<file path="src/rtl/system_memory_v3.sv">
// Grid-state register for the Conway engine: serial load, generation
// capture, rotating readout, with frame, generation and still-life tracking.
module system_memory_v3 #(
    parameter int WIDTH     = 8,
    parameter int HEIGHT    = 8,
    parameter int GEN_WIDTH = 16
) (
    input  logic                      clk,
    input  logic                      reset,
    input  logic [WIDTH*HEIGHT-1:0]   grid_in,
    input  logic                      serial_in,
    input  logic                      load_mode,
    input  logic                      run_mode,
    input  logic                      unload_mode,
    output logic [WIDTH*HEIGHT-1:0]   data_out,
    output logic                      serial_out,
    output logic                      frame_done,
    output logic [GEN_WIDTH-1:0]      generation,
    output logic                      stable
);

    localparam int CELLS = WIDTH * HEIGHT;
    localparam int CNT_W = $clog2(CELLS);
    localparam logic [CNT_W-1:0] LAST = CNT_W'(CELLS - 1);

    typedef enum logic [1:0] {
        HOLD,
        LOAD,
        UNLOAD,
        RUN
    } mode_t;

    mode_t            mode;
    mode_t            prev_mode;
    logic [CNT_W-1:0] bit_count;
    logic [CNT_W-1:0] cnt_base;
    logic [CNT_W-1:0] cnt_next;
    logic [CELLS-1:0] data_next;
    logic [GEN_WIDTH-1:0] gen_next;
    logic             stable_next;
    logic             fd_next;
    logic             shift_bit;

    assign serial_out = data_out[CELLS-1];

    always_comb begin
        mode = HOLD;
        priority case (1'b1)
            run_mode:    mode = RUN;
            unload_mode: mode = UNLOAD;
            load_mode:   mode = LOAD;
            default:     mode = HOLD;
        endcase
    end

    // A change into a shifting mode starts a fresh frame at position 0.
    assign cnt_base  = (mode != prev_mode) ? '0 : bit_count;
    assign shift_bit = (mode == LOAD) ? serial_in : data_out[CELLS-1];

    always_comb begin
        data_next   = data_out;
        cnt_next    = bit_count;
        gen_next    = generation;
        stable_next = stable;
        fd_next     = 1'b0;
        case (mode)
            RUN: begin
                data_next   = grid_in;
                gen_next    = generation + GEN_WIDTH'(1);
                stable_next = (grid_in == data_out);
                cnt_next    = '0;
            end
            LOAD, UNLOAD: begin
                data_next = {data_out[CELLS-2:0], shift_bit};
                if (cnt_base == LAST) begin
                    cnt_next = '0;
                    fd_next  = 1'b1;
                end else begin
                    cnt_next = cnt_base + CNT_W'(1);
                end
                if (mode == LOAD) begin
                    stable_next = 1'b0;
                end
            end
            default: begin
            end
        endcase
    end

    always_ff @(posedge clk or negedge reset) begin
        if (!reset) begin
            data_out   <= '0;
            bit_count  <= '0;
            prev_mode  <= HOLD;
            frame_done <= 1'b0;
            generation <= '0;
            stable     <= 1'b0;
        end else begin
            data_out   <= data_next;
            bit_count  <= cnt_next;
            prev_mode  <= mode;
            frame_done <= fd_next;
            generation <= gen_next;
            stable     <= stable_next;
        end
    end

endmodule

</file>
<file path="config.mk">
export PLATFORM = sky130hd
export DESIGN_NAME = system_memory_v3
export DESIGN_NICKNAME = d
export VERILOG_FILES = /design/src/rtl/system_memory_v3.sv
export SDC_FILE = /design/constraint.sdc
export NUM_CORES = 1
export LEC_CHECK = 0
export ABC_AREA = 1
export BUFFER_PORTS_ARGS = -buffer_cell sky130_fd_sc_hd__buf_2
export CAP_MARGIN = 30
export CORE_ASPECT_RATIO = 0.6
export CORE_UTILIZATION = 55
export DETAILED_ROUTE_END_ITERATION = 8
export PLACE_DENSITY = 0.85
export SLEW_MARGIN = 0
export SYNTH_ARGS = -nofsm -noshare
export SYNTH_HDL_FRONTEND = slang
export SYNTH_SLANG_ARGS = --single-unit
</file>
<file path="constraint.sdc">
create_clock -name clk -period 4.3 [get_ports clk]
set_input_delay 0.215 -clock clk [delete_from_list [all_inputs] [get_ports clk]]
set_output_delay 0.215 -clock clk [all_outputs]
set_load 0.005 [all_outputs]
</file>
==> results.sh <==
export IMPL_dr_pass1_iters=5
export IMPL_yosys_area_top_type="dfrtp_1"
export IMPL_regArea_sq_um=2250
export IMPL_layout_drive_gt1_share_pct=24.8
export IMPL_postCtsSetupRepairBufs=0
export IMPL_cts_tree="yes"
export IMPL_cp_max_fo=75
export IMPL_layout_min_cycle_time_ns=2.37
export IMPL_final_common_cell="buf_2"
export IMPL_drt_iter0_drc=476
export IMPL_clock_skew_ns=0.00752
export IMPL_die_area_sq_um=9690
export IMPL_synth_nets=733
export IMPL_place_gp_congestion=0.909
export IMPL_ant_nets=0
export IMPL_ys_seq_area_share_pct=44.1
export IMPL_synth_compound_area_share_pct=22.0
export IMPL_antenna_found_initial=0
export IMPL_fin_ws_ns=1.93
export IMPL_finalHoldViolations=0
export IMPL_initial_core_util_pct=58.4
export IMPL_synth_top_cell_area_share_pct=44.1
export IMPL_setup_worst_path_start_class="primary input"
export IMPL_numClockSinks=90
export IMPL_clkLatencyLatePin_ns=0.35
export IMPL_die_y_um=76.7
export IMPL_synth_area_per_cell_sq_um=7.76
export IMPL_postCtsHoldBufs=1
export IMPL_hold_path_depth=3
export IMPL_tightest_slew_ns=0.774
export IMPL_num_rows=26
export IMPL_areaGrowthSynthToFinish_pct=22.5
export IMPL_antenna_cells=0
export IMPL_required_ns=4.50
export IMPL_post_place_ws_ns=1.62
export IMPL_port_buffer_count=152
export IMPL_synthCells=658
export IMPL_cp_arrival_ns=2.57
export IMPL_yosys_register_bits=90
export IMPL_clk_pin_slew_ns=0.07
export IMPL_slew_headroom_pct=48.3
export IMPL_finalMaxSlewViolations=0
export IMPL_pin_count=153
export IMPL_drt_drc_violations_left=0
export IMPL_clock_path_buffers=2
export IMPL_critPathCaptureType="flop"
export IMPL_grt_pass1_vias=4641
export IMPL_routed_wl_um=13500
export IMPL_syn_area_sq_um=5110
export IMPL_min_period_over_period_pct=55.1
export IMPL_synth_top_family_by_area="compound AO/OA/AOI/OAI gates"
export IMPL_die_w_um=126
export IMPL_synth_cell_types=35
export IMPL_num_fill_cells=688
export IMPL_layout_common_cells="151 x buf_2, 126 x a21oi_1, 92 x nand2_1, 90 x dfrtp_1, 89 x inv_1"
export IMPL_leakagePower_nw=3.26
export IMPL_multi_input_area_sq_um=2380
export IMPL_wl_per_cell_um=14.8
export IMPL_power_density_nw_per_um2=437
export IMPL_ff2ff_path_depth=11
export IMPL_yosys_area_share_simple_pct=15.9
export IMPL_via_per_inst=5.44
export IMPL_status="complete, no violations"
export IMPL_groute_usage_overall_pct=29.0
export IMPL_grt_ovfl_total=0
export IMPL_finalSetupViolCount=0
export IMPL_rsz0062_at_grt="false"
export IMPL_cap_violations=0
export IMPL_setup_tns_final_ns=0
export IMPL_hp_class="in -> reg"
export IMPL_grt_max_degree=76
export IMPL_cts_root_buf="clkbuf_16"
export IMPL_synth_adder_area_share_pct=1.22
export IMPL_synthMuxAreaShare_pct=0.220
export IMPL_synthTopCellsByArea="dfrtp_1 44%, a21oi_1 12%, o21ai_0 7.7%"
export IMPL_core_sq_um=8750
export IMPL_route_vias_total=4968
export IMPL_fmax_ghz=0.422
export IMPL_ir_drop_v=0.000274
export IMPL_cts_max_level=3
export IMPL_critPathKind="in -> reg"
export IMPL_dp_hpwl_um=9840
export IMPL_synth_xor_area_share_pct=7.20
export IMPL_fin_nets=872
export IMPL_post_cts_resized=0
export IMPL_grt_pass1_wl_um=22200
export IMPL_numCtsBuffers=9
export IMPL_yosys_warnings=0
## power breakdown
part | total [W] | switching, W | internal, W
clock network | 0.000873 | 0.000360 | 0.000513
logic | 0.000741 | 0.000427 | 0.000314
registers | 0.00112 | 0.000134 | 0.000988
total | 0.00274 | 0.000921 | 0.00182
## cell usage after synthesis
library cell / number
xor2_1: 15
o21ai_1: 6
nand4_2: 2
buf_2: 7
nor2_4: 2
mux2_2: 1
nor3_4: 1
and3_1: 1
o211ai_1: 1
nor3_2: 1
or2_2: 6
o21ai_2: 1
o22ai_1: 3
nand3_1: 19
buf_4: 1
nand2_2: 1
a21boi_1: 1
clkbuf_1: 19
buf_1: 2
nor2_2: 3
inv_2: 5
nor2_1: 34
xnor2_1: 27
nor3_1: 5
ha_1: 5
nand2_1: 92
a31oi_1: 2
inv_1: 89
a21oi_1: 126
o21ai_0: 79
nand4_1: 6
a22oi_1: 2
dfrtp_1: 90
nand3_2: 2
nand4_4: 1
## final cells by class
| type | instances | area share [%] |
|---|---|---|
| clock buffer | 9 | 3.60 |
| clock inverter | 7 | 1.60 |
| inverter | 94 | 5.66 |
| multi-input combinational | 445 | 38.1 |
| sequential | 90 | 36.0 |
| tap | 112 | 2.24 |
| timing repair buffer | 157 | 12.8 |
## kinds of logic after synthesis
family	Yosys count
compound gates	221
simple gates	176
buf+inv	123
flops	90
xor+xnor	42
fa+ha+maj	5
mux	1
## flip-flops by register name (all words and copies together) (netlist names)
register and flops:
generation 16, frame_done 1, bit_count 6, stable 1, prev_mode 2, data_out 64
## per-layer routing
metal  track usage, %  share of wire, %  vias up
met5                0                 0        -
met4             9.04               1.3        0
met3             7.89               8.8       19
met2             42.6                43      236
met1             41.8                46     2282
li1                 -                 -     2431
## path summary, 6_finish.rpt
| check | startpoint | end | slack [ns] |
|---|---|---|---|
| setup / recovery | unload_mode | data_out[32] | 1.93 |
| hold / removal | run_mode | prev_mode[1] | 0.14 |
| setup reg to reg | prev_mode[1] | bit_count[1] | 2.50 |
| hold reg to reg | bit_count[0] | bit_count[0] | 0.49 |
| max in group asynchronous | reset | data_out[47] | 2.85 |
| min in group asynchronous | reset | data_out[55] | 0.43 |
## metrics by stage
| stage | hold slack (ns) | instances | utilization, % | power [W] | instance area, sq um |
|---|---|---|---|---|---|
| after floorplan | -0.0806 | 658 | - | 0.00156 | 5110 |
| after global placement | 0.277 | 897 | 67.7 | 0.00184 | 5920 |
| after detailed placement | 0.283 | 897 | 67.7 | 0.00187 | 5920 |
| after CTS | 0.126 | 914 | 71.5 | 0.00274 | 6260 |
| after global routing | 0.145 | 914 | 71.5 | 0.00290 | 6260 |
| final | 0.136 | 914 | 71.5 | 0.00274 | 6260 |
## worst max-delay path, stage by stage
cell and delay, ns:
buf_2 0.11, nor2_2 0.22, inv_2 0.09, ha_1 0.35, clkinv_2 0.46, buf_4 0.64
o21ai_0 0.23, a21oi_1 0.18, a21oi_1 0.06
Note: power is estimated with default switching activity, not from simulation.
